==> src/rtl/sff_chain_pkg.sv <==
// Shared definitions for the serial scan-chain configuration loader.
package sff_chain_pkg;

    // Loader sequencing states
    typedef enum logic [1:0] {
        IDLE   = 2'd0,
        SHIFT  = 2'd1,
        UPDATE = 2'd2
    } state_t;

    // Width of the shift-position counter for a chain of the given length.
    // The counter only has to reach width-1, so $clog2 is enough; the floor
    // of 1 keeps the counter declarable for the smallest legal chain.
    function automatic int cnt_width(input int width);
        return (width < 2) ? 1 : $clog2(width);
    endfunction

endpackage

==> src/rtl/sff_chain_loader_if.sv <==
// Bundle of the word handshake and serial chain signals of the loader.
// The master side is the config master together with the flop chain;
// the slave side is the loader itself.
interface sff_chain_loader_if #(
    parameter int WIDTH = 16
);
    logic [WIDTH-1:0] din;
    logic             din_valid;
    logic             din_ready;
    logic             stall;
    logic             so;
    logic             sen;
    logic             si;
    logic             upd;
    logic [WIDTH-1:0] dout;
    logic             dout_valid;
    logic             busy;

    modport master (
        output din,
        output din_valid,
        input  din_ready,
        output stall,
        input  so,
        input  sen,
        output si,
        input  upd,
        input  dout,
        input  dout_valid,
        input  busy
    );

    modport slave (
        input  din,
        input  din_valid,
        output din_ready,
        input  stall,
        output so,
        output sen,
        input  si,
        output upd,
        output dout,
        output dout_valid,
        output busy
    );

endinterface

==> src/rtl/sff_chain_sreg.sv <==
// Parallel-load, right-shift register with serial input at the MSB end.
// Used both for the outgoing word (bit 0 leaves first) and for capturing
// the old chain contents arriving from the chain tail.
module sff_chain_sreg #(
    parameter int WIDTH = 16
) (
    input  logic             ck,
    input  logic             rst,
    input  logic             load,
    input  logic [WIDTH-1:0] load_data,
    input  logic             shift,
    input  logic             ser_in,
    output logic [WIDTH-1:0] q
);

    // Reset beats load, load beats shift; each shift moves toward bit 0
    always_ff @(posedge ck) begin
        if (rst) begin
            q <= '0;
        end else if (load) begin
            q <= load_data;
        end else if (shift) begin
            q <= {ser_in, q[WIDTH-1:1]};
        end
    end

endmodule

==> src/rtl/sff_chain_loader.sv <==
// Serial configuration loader: takes a word over valid/ready, shifts it
// LSB-first into an external flop chain while capturing the chain's old
// contents from its tail, then strobes update for one cycle.
module sff_chain_loader
    import sff_chain_pkg::*;
#(
    parameter int WIDTH = 16
) (
    input logic               ck,
    input logic               rst,
    sff_chain_loader_if.slave bus
);

    localparam int               CNT_W = cnt_width(WIDTH);
    localparam logic [CNT_W-1:0] LAST  = CNT_W'(WIDTH - 1);

    state_t           state;
    logic [CNT_W-1:0] cnt;
    logic [WIDTH-1:0] shreg;
    logic [WIDTH-1:0] cap;
    logic [WIDTH-1:0] dout_q;
    logic             accept;
    logic             advance;

    // A word is taken only in IDLE and never while reset is asserted, so a
    // simultaneous reset wins over the handshake.
    assign accept  = (state == IDLE) && bus.din_valid && !rst;

    // The chain moves exactly when the loader shifts its own registers, so
    // si is sampled on the same edge that pushes the tail value out.
    assign advance = (state == SHIFT) && !bus.stall;

    sff_chain_sreg #(
        .WIDTH (WIDTH)
    ) u_load_reg (
        .ck        (ck),
        .rst       (rst),
        .load      (accept),
        .load_data (bus.din),
        .shift     (advance),
        .ser_in    (1'b0),
        .q         (shreg)
    );

    sff_chain_sreg #(
        .WIDTH (WIDTH)
    ) u_cap_reg (
        .ck        (ck),
        .rst       (rst),
        .load      (1'b0),
        .load_data ('0),
        .shift     (advance),
        .ser_in    (bus.si),
        .q         (cap)
    );

    // Sequencer: count WIDTH advancing edges, spend one cycle in UPDATE,
    // and keep the captured word around until the next UPDATE replaces it.
    always_ff @(posedge ck) begin
        if (rst) begin
            state  <= IDLE;
            cnt    <= '0;
            dout_q <= '0;
        end else begin
            case (state)
                IDLE: begin
                    if (bus.din_valid) begin
                        state <= SHIFT;
                        cnt   <= '0;
                    end
                end
                SHIFT: begin
                    if (!bus.stall) begin
                        if (cnt == LAST) begin
                            state <= UPDATE;
                            cnt   <= '0;
                        end else begin
                            cnt <= cnt + CNT_W'(1);
                        end
                    end
                end
                UPDATE: begin
                    dout_q <= cap;
                    state  <= IDLE;
                end
                default: begin
                    state <= IDLE;
                    cnt   <= '0;
                end
            endcase
        end
    end

    // The load register is all zeros outside SHIFT (reset value, or fully
    // shifted out), so its LSB can drive the chain directly.
    assign bus.so         = shreg[0];
    assign bus.sen        = advance;
    assign bus.upd        = (state == UPDATE);
    assign bus.dout_valid = (state == UPDATE);
    assign bus.dout       = (state == UPDATE) ? cap : dout_q;
    assign bus.din_ready  = (state == IDLE) && !rst;
    assign bus.busy       = (state != IDLE);

endmodule

==> src/flat_wrapper.sv <==
// flat-port wrapper written by rule: the top's interface ports become plain ports
module sff_chain_loader_flat import sff_chain_pkg::*;
#(
    parameter int WIDTH = 16
)
  (ck, rst, bus_din, bus_din_valid, bus_din_ready, bus_stall, bus_so, bus_sen, bus_si, bus_upd, bus_dout, bus_dout_valid, bus_busy);
  sff_chain_loader_if #(.WIDTH(WIDTH)) bus_i ();
  input logic ck;
  input logic rst;
  input wire logic [$bits(bus_i.din)-1:0] bus_din;
  input wire logic [$bits(bus_i.din_valid)-1:0] bus_din_valid;
  output wire logic [$bits(bus_i.din_ready)-1:0] bus_din_ready;
  input wire logic [$bits(bus_i.stall)-1:0] bus_stall;
  output wire logic [$bits(bus_i.so)-1:0] bus_so;
  output wire logic [$bits(bus_i.sen)-1:0] bus_sen;
  input wire logic [$bits(bus_i.si)-1:0] bus_si;
  output wire logic [$bits(bus_i.upd)-1:0] bus_upd;
  output wire logic [$bits(bus_i.dout)-1:0] bus_dout;
  output wire logic [$bits(bus_i.dout_valid)-1:0] bus_dout_valid;
  output wire logic [$bits(bus_i.busy)-1:0] bus_busy;
  assign bus_i.din = bus_din;
  assign bus_i.din_valid = bus_din_valid;
  assign bus_din_ready = bus_i.din_ready;
  assign bus_i.stall = bus_stall;
  assign bus_so = bus_i.so;
  assign bus_sen = bus_i.sen;
  assign bus_i.si = bus_si;
  assign bus_upd = bus_i.upd;
  assign bus_dout = bus_i.dout;
  assign bus_dout_valid = bus_i.dout_valid;
  assign bus_busy = bus_i.busy;
  sff_chain_loader #(.WIDTH(WIDTH)) u_core (.ck(ck), .rst(rst), .bus(bus_i));
endmodule
==> config.mk <==
export PLATFORM = sky130hd
export DESIGN_NAME = sff_chain_loader_flat
export DESIGN_NICKNAME = d
export VERILOG_FILES = /design/src/rtl/sff_chain_pkg.sv /design/src/rtl/sff_chain_loader_if.sv /design/src/rtl/sff_chain_sreg.sv /design/src/rtl/sff_chain_loader.sv /design/src/flat_wrapper.sv
export SDC_FILE = /design/constraint.sdc
export NUM_CORES = 1
export LEC_CHECK = 0
export ABC_AREA = 1
export BUFFER_PORTS_ARGS = -buffer_cell sky130_fd_sc_hd__buf_4
export CAP_MARGIN = 20
export CORE_ASPECT_RATIO = 0.7
export CORE_MARGIN = 3
export CORE_UTILIZATION = 59
export DETAILED_ROUTE_END_ITERATION = 6
export PLACE_DENSITY_LB_ADDON = 0.2
export SETUP_SLACK_MARGIN = 0.02
export SLEW_MARGIN = 20
export SYNTH_ARGS = -nofsm -noshare
export SYNTH_HDL_FRONTEND = slang
export SYNTH_SLANG_ARGS = --single-unit
==> constraint.sdc <==
create_clock -name ck -period 2.6 [get_ports ck]
set_input_delay 0.13 -clock ck [delete_from_list [all_inputs] [get_ports ck]]
set_output_delay 0.13 -clock ck [all_outputs]
set_load 0.02 [all_outputs]
==> summary.txt <==
Floorplanning
  • Row cnt: 19
  • Die Span Y: 60.2 µm
  • Die area: 5020 µm²
  • IO Pins: 43
  • Die width: 83.4 µm
  • Core area: between 3000 and 4000 µm²
  • Initial Utilization: between 60% and 70%

Finish
  • ANT cells: 0
  • Nets: 403
  • Share of cells above drive strength 1: 19.6%
  • Final non-filler cell total: 434
  • Commonest cells after routing, fill and taps aside: 74 x nand2_1, 54 x dfxtp_1, 46 x buf_4
  • Commonest non-fill, non-tap cell in the layout: nand2_1
  • Area growth syn-to-layout: 15.0%
  • Fin util: approximately 72%

STA
  • Fmax: 445 MHz
  • Fin. Hold Viols: 0
  • RSZ-0062 raised after global routing: no
  • Hold WS: 0.00651 ns
  • Tmin final: approximately 2.2 ns
  • Worst Max-Slew Pin Slew: between 0.6 and 0.7 ns
  • Setup TNS: 0 ns
  • Clock skew: 0.00816 ns
  • Final worst-path cycle share: 86.5%
  • Max Slew Vio Count: 0
  • Relative slew slack: 58.4%
  • Final number of setup-violating endpoints: 0

Placed design
  • GPL Wtd Cong: 0.791
  • HPWL after DPL: 3490 µm
  • DP Cell Count: 426
  • I/O Buffers: 42

Logic synthesis
  • Mux cell area share after synthesis: 0%
  • Mapped Nets: 375
  • Post-Syn Area: 2470 µm²
  • Syn_area_per_cell: 7.00 µm²
  • XOR/XNOR Fraction of Synth Area: 0%
  • Ys Warns: 0
  • Post-Synth Simple-Gate Area: 33.1%
  • Cell taking the most area after synthesis: dfxtp_1
  • Cells after Synth: 353
  • Compound-Gate Fraction of Synth Area: a little over a tenth
  • Synth top area cells: dfxtp_1 44%, nand2_1 11%, nand4_1 7.8%, a21oi_1 7.1%, inv_1 6.2%
  • Post-synthesis adder-cell area fraction: 0.506%
  • Share of the synthesized area in the top cell type: 43.7%
  • Main combinational cell family by area after synthesis: simple AND/OR/NAND/NOR gates
  • Netlist cell types: 21
  • #FFs+latches synth: 54
  • Post-synthesis sequential area ratio: between 40% and 50%

Clocking
  • Worst-path clk slew: 0.10 ns
  • H-tree depth: 2
  • # hold bufs at CTS: 0
  • Total CTS buffers: 5
  • Clock latency on the worst-skew pair: 0.31 ns
  • Setup Buffers After CTS: 0
  • TritonCTS Sinks: 54
  • CTS tree: yes
  • Longest Clk Path Bufs: 2
  • Root Driver: clkbuf_8
  • Post-CTS sizing: 0

Power and ir drop
  • Power per cell area: between 500 and 600 nW/µm²
  • Leakage: 1.42 nW
  • Power Total: 1.69 mW
  • Internal power: roughly 1.2 mW
  • VDD IR max: 0.428 mV
  • Comb power frac: 20.0%
  • Clock group share of total power: 27.1%
  • Sequential Power Share: a little over half
  • Net switching power: between 0.5 and 0.6 mW
  • Sw frac: 29.7%

Setup path
  • CP Capture Type: output pin
  • Worst Path Arrival: 2.12 ns
  • Setup crit start kind: register
  • Reg2reg setup slack: 0.70 ns
  • Crit Path Category: register to output pin
  • Critical-path maximum fanout: 19
  • Reg2reg path depth: 6
  • Reg-to-reg critical path startpoint: u_core.state[0]
  • Critical Path RT: 2.47 ns
  • Critical R2R Capture: u_core.u_cap_reg.q[4]

Route
  • Routed via count: 2339
  • Routed Antenna Nets: 0
  • Wirelength, routed: around 5300 µm
  • Routed vias/inst: 5.39
  • Detailed Routing Iterations Pass 1: 5
  • # DRC: 0
  • DR WL/cell: 12.2 µm
  • Iteration-0 DRC count of the detailed router: 161

Job
  • Max-cap check violation count: 0

GRT
  • Remaining Overflow, GRT: 0
  • First-pass GRT wire length: 9060 µm
  • Number of global-route vias before repair: approximately 2000
  • GR Util All Layers: 22.0%
  • Initial antenna violation count: 0
  • Largest net degree at the start of global routing: 52

Worst hold path
  • Hold wc startpoint: rst
  • Hold WC Path Type: input pin to register
  • Hold path depth: 2
  • Hold Crit Endpoint: u_core.u_load_reg.q[6]

Run status
  • Outcome: complete, no violations
[stage by stage]
step / setup WS, ns / instance area, µm²
2_1_floorplan: 1.14 / 2470
3_3_place_gp: 0.768 / 2760
3_5_place_dp: 0.656 / 2760
4_1_cts: 0.321 / 2840
5_1_grt: 0.119 / 2840
6_report: 0.351 / 2840
[power groups by stage]
stage                     logic, mW  clock network [mW]  registers (mW)
after CTS                     0.339               0.462           0.896
final                         0.339               0.458           0.897
after global placement        0.330                   0           0.914
after global routing          0.379               0.493           0.903
after detailed placement      0.338                   0           0.915
after floorplan               0.247                   0           0.902
[synth_stat cells]
cell type,number
o21ai_1,10
nand3_1,24
buf_1,2
a21oi_1,35
nor2_4,1
buf_2,9
buf_4,5
nor2_2,1
dfxtp_1,54
nor2_1,26
nand4_1,31
clkbuf_2,1
ha_1,1
nand2_1,74
clkbuf_1,8
o21ai_0,9
inv_1,41
nor3_1,1
nand2_2,1
or2_2,16
inv_2,3
[layer usage]
| layer | vias to the layer above | part of all wire [%] | global-route usage (%) |
|---|---|---|---|
| met5 | - | 0 | 0 |
| li1 | 1196 | - | - |
| met4 | 0 | 0.68 | 5.83 |
| met1 | 1060 | 49 | 29.8 |
| met2 | 78 | 44 | 35.7 |
| met3 | 5 | 6.7 | 5.37 |
[flip-flops by register name (all words and copies together) (netlist names)]
register	count
u_core.u_cap_reg.q	16
u_core.state	2
u_core.dout_q	16
u_core.cnt	4
u_core.u_load_reg.q	16
[kinds of logic (layout without fill, tap and decap cells)]
| kind of cell | Yosys count | in the layout |
|---|---|---|
| compound gates | 54 | 54 |
| flops | 54 | 54 |
| fa+ha+maj | 1 | 1 |
| buf+inv | 69 | 98 |
| simple gates | 175 | 175 |
[critical path, stage by stage (launching register included)]
cell	delay, ns
dfxtp_1	0.51
nor2_4	0.42
inv_1	0.33
o21ai_0	0.32
inv_1	0.07
buf_4	0.16
[worst max path at each step]
stage	endpoint	slack (ns)	cells past startpoint	from
final	bus_dout[1]	0.35	5	u_core.state[0]
after global routing	bus_dout[1]	0.12	5	u_core.state[0]
after CTS	bus_dout[1]	0.32	5	u_core.state[0]
after detailed placement	bus_dout[1]	0.66	5	u_core.state[0]
after global placement	bus_dout[15]	0.77	5	u_core.state[0]
after floorplan	u_core.u_load_reg.q[15]	1.14	7	u_core.state[0]
[layout make-up]
class	count	area (µm²)
clock inverters	2	13.8
flip-flops and latches	54	1080
multi-input cells	230	1100
repair buffers	46	345
well taps	52	65.1
fillers	354	1130
inverters	44	165
clock buffers	6	72.6
Note: power is estimated with default switching activity, not from simulation.
